File: config.mk
export PLATFORM = sky130hd
export DESIGN_NAME = fifo_onehot_regfile
export DESIGN_NICKNAME = d
export VERILOG_FILES = /design/src/rtl/fifo_pkg.sv /design/src/rtl/onehot_decode.sv /design/src/rtl/fifo_onehot_regfile.sv
export SDC_FILE = /design/constraint.sdc
export NUM_CORES = 1
export LEC_CHECK = 0
export BUFFER_PORTS_ARGS = -buffer_cell sky130_fd_sc_hd__buf_2
export CORE_ASPECT_RATIO = 2
export CORE_MARGIN = 10
export CORE_UTILIZATION = 60
export DETAILED_ROUTE_END_ITERATION = 12
export PLACE_DENSITY = 0.81
export REMOVE_ABC_BUFFERS = 1
export SLEW_MARGIN = 10
export SYNTH_ARGS = -nofsm -noshare
export SYNTH_HDL_FRONTEND = slang
export SYNTH_SLANG_ARGS = --single-unit
File: constraint.sdc
create_clock -name clk -period 5.5 [get_ports clk]
set_clock_uncertainty 0.1 [all_clocks]
set_input_delay 1.375 -clock clk [delete_from_list [all_inputs] [get_ports clk]]
set_output_delay 1.375 -clock clk [all_outputs]
set_load 0.02 [all_outputs]
File: src/rtl/fifo_pkg.sv
// fifo_pkg: shared FIFO default geometry plus pointer-width and wrap-increment helpers.
package fifo_pkg;
    localparam int DEF_DATA_W = 8;
    localparam int DEF_DEPTH  = 16;
    function automatic int ptr_w(input int depth);
        return (depth > 1) ? $clog2(depth) : 1;
    endfunction
    // Wraps at depth-1 rather than 2^width so non-power-of-two depths work.
    function automatic int ptr_inc(input int ptr, input int depth);
        return (ptr == depth - 1) ? 0 : ptr + 1;
    endfunction
endpackage

File: src/rtl/onehot_decode.sv
// onehot_decode: enabled one-hot decoder; codes at or beyond OUT_N select nothing.
module onehot_decode #(
    parameter int IN_W  = 4,
    parameter int OUT_N = 16
) (
    input  logic [IN_W-1:0]  code_i,
    input  logic             en_i,
    output logic [OUT_N-1:0] sel_o
);
    for (genvar i = 0; i < OUT_N; i++) begin : g_sel
        assign sel_o[i] = en_i && (code_i == IN_W'(i));
    end
endmodule

File: src/rtl/fifo_onehot_regfile.sv
// fifo_onehot_regfile: register-file FIFO with one-hot write select, registered read port and sticky errors.
// Define FIFO_ALMOST_FLAGS_EN to add AF_LVL/AE_LVL and the almost_full/almost_empty outputs.
module fifo_onehot_regfile
    import fifo_pkg::*;
#(
    parameter int DATA_W = DEF_DATA_W,
    parameter int DEPTH  = DEF_DEPTH,
    parameter int ADDR_W = ptr_w(DEPTH)
`ifdef FIFO_ALMOST_FLAGS_EN
    ,
    parameter int AF_LVL = DEPTH - 2,
    parameter int AE_LVL = 2
`endif
) (
    input  logic              clk,
    input  logic              rst,
    input  logic              wr_en,
    input  logic [DATA_W-1:0] wr_data,
    input  logic              rd_en,
    output logic [DATA_W-1:0] rd_data,
    output logic              rd_valid,
    output logic              full,
    output logic              empty,
    output logic [ADDR_W:0]   count,
    output logic              overflow,
    output logic              underflow
`ifdef FIFO_ALMOST_FLAGS_EN
    ,
    output logic              almost_full,
    output logic              almost_empty
`endif
);
    localparam int CW = ADDR_W + 1;

    logic [ADDR_W-1:0] wr_ptr_q, wr_ptr_d, rd_ptr_q, rd_ptr_d;
    logic [CW-1:0]     count_q, count_d;
    logic [DATA_W-1:0] mem_q [DEPTH];
    logic [DATA_W-1:0] rd_data_q;
    logic [DEPTH-1:0]  wr_sel;
    logic              wr_acc, rd_acc;
    logic              full_q, empty_q, rd_valid_q, overflow_q, underflow_q;

    always_comb begin
        wr_acc   = wr_en && !full_q;
        rd_acc   = rd_en && !empty_q;
        wr_ptr_d = wr_acc ? ADDR_W'(ptr_inc(int'(wr_ptr_q), DEPTH)) : wr_ptr_q;
        rd_ptr_d = rd_acc ? ADDR_W'(ptr_inc(int'(rd_ptr_q), DEPTH)) : rd_ptr_q;
        count_d  = (wr_acc && !rd_acc) ? count_q + CW'(1) :
                   (rd_acc && !wr_acc) ? count_q - CW'(1) : count_q;
    end

    onehot_decode #(.IN_W(ADDR_W), .OUT_N(DEPTH)) u_wr_dec (
        .code_i(wr_ptr_q),
        .en_i  (wr_acc),
        .sel_o (wr_sel)
    );

    // Storage is intentionally left out of reset; the pointers define validity.
    always_ff @(posedge clk) begin
        for (int i = 0; i < DEPTH; i++)
            if (wr_sel[i]) mem_q[i] <= wr_data;
    end

`ifdef FIFO_ALMOST_FLAGS_EN
    logic af_q, ae_q;
    always_ff @(posedge clk) begin
        if (rst) begin
            af_q <= 1'b0;
            ae_q <= 1'b1;
        end else begin
            af_q <= count_d >= CW'(AF_LVL);
            ae_q <= count_d <= CW'(AE_LVL);
        end
    end
    assign almost_full  = af_q;
    assign almost_empty = ae_q;
`endif

    always_ff @(posedge clk) begin
        if (rst) begin
            wr_ptr_q    <= '0;
            rd_ptr_q    <= '0;
            count_q     <= '0;
            full_q      <= 1'b0;
            empty_q     <= 1'b1;
            rd_data_q   <= '0;
            rd_valid_q  <= 1'b0;
            overflow_q  <= 1'b0;
            underflow_q <= 1'b0;
        end else begin
            wr_ptr_q    <= wr_ptr_d;
            rd_ptr_q    <= rd_ptr_d;
            count_q     <= count_d;
            full_q      <= count_d == CW'(DEPTH);
            empty_q     <= count_d == '0;
            rd_valid_q  <= rd_acc;
            if (rd_acc) rd_data_q <= mem_q[rd_ptr_q];
            overflow_q  <= overflow_q || (wr_en && full_q);
            underflow_q <= underflow_q || (rd_en && empty_q);
        end
    end

    assign rd_data   = rd_data_q;
    assign rd_valid  = rd_valid_q;
    assign full      = full_q;
    assign empty     = empty_q;
    assign count     = count_q;
    assign overflow  = overflow_q;
    assign underflow = underflow_q;
endmodule

==> impl_metrics.ini, run 1 <==
[status]
status = completed

[clock_network]
cts_max_level = 4
post-cts-setup-buffers = 0
cts_tree = yes
clock-sinks = 154
clk_latency_ps = 430
ctsResizeCount = 0
postCtsHoldBufs = 0
root_buffer = clkbuf_16
cts_made_buffers = 17
cts.path.max_buffers = 2
clk_pin_slew_worst_paths_ps = 60

[sta]
maxSlewViolCount = 0
timing.final.crit_share = 0.593
setup_viol = 0
hold_violations = 0
period_minus_slack_ps = 3260
timing.fmax_ghz = 0.307
rsz0062_at_grt = no
worst_slew_pin_slew_ps = 1240
relSlewSlack = 0.169
tns_ps = 0
fin_ws_ps = 2240

[power]
peakVddDrop_mv = 0.310
powerDensity_mw_per_mm2 = 399
p_leak_nw = 2.30
p_total_mw = 2.75

[place]
port_buffers = 29
place_ws_ps = 1900
place.gp.congestion = 0.887
place_hpwl_um = 8050

[floorplanning]
initial_core_util = 0.608
die_area_mm2 = 0.0148
fp.coreArea_mm2 = 0.0100
top_level_ports = 30
die_w_um = 91.3
num_rows = 52
die_height_um = 163

[detailed_routing]
wl_um = 12400
antenna_left = 0
vias = 3234
drtIter0Drc = 318
routed_via_density = 6.08
dr.pass1.iters = 4
drc = 0
wl_per_cell_um = 23.3

[final_layout]
n_antenna_cell = 0
syn2layout_area_growth_pct = 12.8
drive_gt1_frac = 0.196
nets = 403
fillCellCount = 669
fin_util = 0.686

[worst_setup_path]
crit_fanout = 8
worstPathRequired_ps = 5430
cp.arrival_ps = 3190
worstSetupEndpointType = flip-flop
crit_type = input port to flip-flop
critPathLaunchType = input port

[yosys]
synth.distinct_cells = 33
ys_seq_area_frac = 0.716
synth_area_per_cell_um2 = 17.2
ys_ff_latch = 154
netlist_area_mm2 = 0.00610
syn_inst = 355
yosys_warnings = 0

[grt]
grt_overflow = 0
grt_pass1_wl_um = 19600
grt_antenna_before_repair = 0
first_global_vias = 3470
grt_max_degree = 26
track_usage = 0.177

[hold_path]
hold_path.class = flip-flop to flip-flop

[job]
maxCapViolCount = 0
[worst max-delay path, stage by stage]
cell,delay [ps]
buf_2,100
nor2b_1,450
nand2_1,270
nor3_1,990
[path summary, 6_finish.rpt]
kind,startpoint,to,slack [ps],cells after the start
worst max-delay path,wr_en,mem_q[3][6]$_DFFE_PP_,2240,4
worst min-delay path,overflow$_SDFF_PP0_,overflow$_SDFF_PP0_,370,2
worst max register to register,rd_ptr_q[1]$_SDFFE_PP0P_,rd_data[2]$_SDFFE_PP0P_,2720,6
worst min register to register,overflow$_SDFF_PP0_,overflow$_SDFF_PP0_,370,2
[per-stage QoR]
| step | area [µm²] | cells | hold WS, ps |
|---|---|---|---|
| 2_1_floorplan | 5980 | 334 | 375 |
| 3_3_place_gp | 6310 | 500 | 349 |
| 3_5_place_dp | 6310 | 500 | 359 |
| 4_1_cts | 6880 | 532 | 376 |
| 5_1_grt | 6880 | 532 | 428 |
| 6_report | 6880 | 532 | 369 |
[area by class of cell]
class | instances | area, µm² | area share
tap | 135 | 169 | 0.0246
clock buffer | 17 | 425 | 0.0619
clock inverter | 15 | 141 | 0.0206
sequential | 154 | 4370 | 0.635
multi-input combinational | 175 | 1600 | 0.232
timing repair buffer | 31 | 160 | 0.0233
inverter | 5 | 18.8 | 0.00273
[cells in the mapped netlist, drive strengths merged]
library cell / number / area share
a21oi: 28 / 0.023
nand2b: 4 / 0.0041
buf: 9 / 0.011
nor2b: 4 / 0.0041
nand2: 15 / 0.0092
a211oi: 3 / 0.0037
a311oi: 1 / 0.0014
nor2: 36 / 0.022
edfxtp: 128 / 0.63
xor2: 3 / 0.0043
o21ai: 4 / 0.0033
clkbuf: 12 / 0.0078
and4: 2 / 0.0029
xnor2: 2 / 0.0029
or3: 3 / 0.0031
ha: 7 / 0.014
mux4: 32 / 0.13
inv: 5 / 0.0031
a22oi: 17 / 0.021
nor3: 5 / 0.0041
a22o: 1 / 0.0014
a41o: 1 / 0.0016
o22ai: 1 / 0.0010
or4: 1 / 0.0012
nand3: 3 / 0.0025
and2: 2 / 0.0021
dfxtp: 26 / 0.085
[cell usage in the layout (no fill, tap or decap), types with 2 or more instances in the layout]
cell type / instances
nor2_1: 36
clkinvlp_4: 2
ha_1: 7
nand3_1: 3
buf_2: 29
o21ai_0: 4
nand2_1: 15
dfxtp_1: 25
a211oi_1: 3
nand2b_1: 4
buf_4: 2
clkbuf_16: 17
mux4_2: 15
xor2_1: 3
and4_1: 2
nor2b_1: 4
clkinv_4: 5
a22oi_1: 17
edfxtp_1: 128
mux4_1: 17
or3_1: 3
nor3_1: 5
a21oi_1: 28
inv_6: 5
and2_1: 2
inv_1: 5
xnor2_1: 2
[where the power goes]
part / leakage [nW] / internal, mW / total (mW) / switching, mW
clock: 0.273 / 0.629 / 1.10 / 0.471
sequential: 1.37 / 1.30 / 1.35 / 0.0457
combinational: 0.657 / 0.125 / 0.299 / 0.174
total: 2.30 / 2.05 / 2.75 / 0.691
[registers in the layout, summed over array words and instances, names as in the netlist]
name	count
count	5
mem_q	128
full	1
underflow	1
wr_ptr_q	4
rd_ptr_q	4
empty	1
overflow	1
rd_data	8
rd_valid	1
[cells by family after synthesis]
family | after synthesis | synth area share
XOR/XNOR | 5 | 0.00719
multiplexers | 32 | 0.129
flip-flops | 154 | 0.716
AND/OR/NAND/NOR | 75 | 0.0554
adder cells (fa/ha/maj) | 7 | 0.0144
buffers and inverters | 26 | 0.0220
AO/OA/AOI/OAI | 56 | 0.0564
[per-layer routing]
| layer | GRT usage | up-vias | share of wire |
|---|---|---|---|
| li1 | - | 1466 | - |
| met3 | 0.0577 | 28 | 0.060 |
| met5 | 0 | - | 0 |
| met1 | 0.186 | 1627 | 0.35 |
| met4 | 0.0781 | 0 | 0.027 |
| met2 | 0.314 | 113 | 0.56 |
(Power assumes the default switching activity.)
==> run 2, diff against run 1 <==
==> constraint.sdc (replaced) <==
create_clock -name clk -period 3.2 [get_ports clk]
set_clock_uncertainty 0.1 [all_clocks]
set_input_delay 0.8 -clock clk [delete_from_list [all_inputs] [get_ports clk]]
set_output_delay 0.8 -clock clk [all_outputs]
set_load 0.02 [all_outputs]
==> run 2 against run 1 <==
Register-to-register slack got worse by 1900 ps; count of clock-buffer cells in the layout stayed put; routed wire length up 2.3%; die area unchanged; via count increased by 4.1%; critical path depth is 2 higher; critical path type is now flip-flop to flip-flop; worst setup slack worse by 1400 ps; cell count increased by 3.0%; flip-flop and latch count is the same; non-clock buffer count is 16 higher.
==> impl_metrics.ini, run 2 (synthesized netlist as in run 1, its figures left out) <==
[worst_setup_path]
rr_startpoint = rd_ptr_q[0]$_SDFFE_PP0P_
crit_type = flip-flop to flip-flop
ff2ff_setup_slack_ps = 800
critPathLaunchType = flip-flop
cp.arrival_ps = 2590
reg2reg_depth = 6
worstSetupEndpointType = flip-flop
r2r-end = rd_data[2]$_SDFFE_PP0P_
worstPathRequired_ps = 3390
crit_fanout = 15

[final_layout]
syn2layout_area_growth_pct = 15.9
final_cell_mix = edfxtp_1 (128), nor2_1 (36), buf_2 (29)
largest_reg_flops = 128
drive_gt1_frac = 0.230
nets = 419
top_register = mem_q
final_common_cell = edfxtp_1
n_antenna_cell = 0
finish.instance_area_mm2 = 0.00707

[floorplanning]
fp.coreArea_mm2 = 0.0100
initial_core_util = 0.608
die_w_um = 91.3
die_area_mm2 = 0.0148
top_level_ports = 30
num_rows = 52
die_height_um = 163

[clock_network]
cts.path.max_buffers = 2
clock-sinks = 154
post-cts-setup-buffers = 0
postCtsHoldBufs = 0
cts_tree = yes
clk_latency_ps = 420
ctsResizeCount = 0
root_buffer = clkbuf_16
cts_made_buffers = 17
clk_pin_slew_worst_paths_ps = 60
cts_max_level = 4

[power]
peakVddDrop_mv = 0.454
powerDensity_mw_per_mm2 = 703
p_leak_nw = 2.41

[hold_path]
hold_path_end = underflow$_SDFF_PP0_
holdPathStages = 2
hold_path.class = flip-flop to flip-flop
holdCritStartpoint = underflow$_SDFF_PP0_

[grt]
grt_antenna_before_repair = 0
grt_overflow = 0
grt_max_degree = 26
first_global_vias = 3594
grt_pass1_wl_um = 20400
track_usage = 0.184

[sta]
fin_ws_ps = 796
tns_ps = 0
rsz0062_at_grt = no
period_minus_slack_ps = 2400
hold_violations = 0
maxSlewViolCount = 0
worst_slew_pin_slew_ps = 806
relSlewSlack = 0.461
timing.final.crit_share = 0.751
setup_viol = 0
timing.fmax_ghz = 0.416

[detailed_routing]
drtIter0Drc = 312
routed_via_density = 6.14
wl_um = 12700
antenna_left = 0
wl_per_cell_um = 23.1
vias = 3365
drc = 0
dr.pass1.iters = 5

[place]
place_hpwl_um = 8560
place.gp.congestion = 0.874
place_ws_ps = 735
dpl-instance-area_mm2 = 0.00643
port_buffers = 29

[job]
maxCapViolCount = 0

[status]
status = completed
==> run 2: changes by cell type in the layout (fill, tap and decap cells not counted), sizes merged <==
cell      previous run  this run
clkinvlp             2         3
clkinv               7         2
buf                 31        47
inv                 10        11
bufinv               1         4
==> run 2: where the power goes <==
part	internal, mW	leakage, nW	switching, mW	total (mW)
logic	0.232	0.742	0.315	0.546
registers	2.23	1.37	0.0677	2.30
clock network	1.32	0.303	0.801	2.12
==> run 2: critical path, stage by stage, from the launching register on <==
cell and delay (ps):
dfxtp_2 620, buf_4 230, mux4_1 560, a22oi_1 400, a21oi_1 160, a21oi_1 140, nor2_1 50
==> run 2: per-layer routing <==
metal	up-vias	wire (µm)	global-route usage
li1	1499	-	-
met4	0	639	0.121
met2	146	6870	0.312
met5	-	0	0
met3	35	709	0.0577
met1	1685	4470	0.191
==> run 2: per-stage QoR <==
stage | std cells | power [mW] | hold slack, ps | util
floorplan | 334 | 2.68 | 375 | -
global placement | 516 | 2.87 | 351 | 0.642
detailed placement | 516 | 2.89 | 357 | 0.642
CTS | 548 | 5.01 | 373 | 0.705
global route | 548 | 5.14 | 422 | 0.705
finish | 548 | 4.97 | 371 | 0.705
==> run 2: area by class of cell <==
| cell class | count | area (µm²) |
|---|---|---|
| Clock buffer | 17 | 425 |
| Multi-Input combinational cell | 175 | 1600 |
| Timing Repair Buffer | 47 | 280 |
| Inverter | 5 | 18.8 |
| Sequential cell | 154 | 4370 |
| Fill cell | 640 | 2950 |
| Tap cell | 135 | 169 |
| Clock inverter | 15 | 211 |
==> run 2: how the worst max path moves through the flow <==
stage                             start                 endpoint  slack [ps]  depth (start not counted)
2_1_floorplan  rd_ptr_q[0]$_SDFFE_PP0P_  rd_data[0]$_SDFFE_PP0P_         520                          5
3_3_place_gp                      rd_en         empty$_SDFF_PP1_         820                          6
3_5_place_dp                      rd_en         empty$_SDFF_PP1_         740                          6
4_1_cts        rd_ptr_q[0]$_SDFFE_PP0P_  rd_data[6]$_SDFFE_PP0P_         780                          6
5_1_grt        rd_ptr_q[0]$_SDFFE_PP0P_  rd_data[1]$_SDFFE_PP0P_         680                          6
6_report       rd_ptr_q[0]$_SDFFE_PP0P_  rd_data[2]$_SDFFE_PP0P_         800                          6
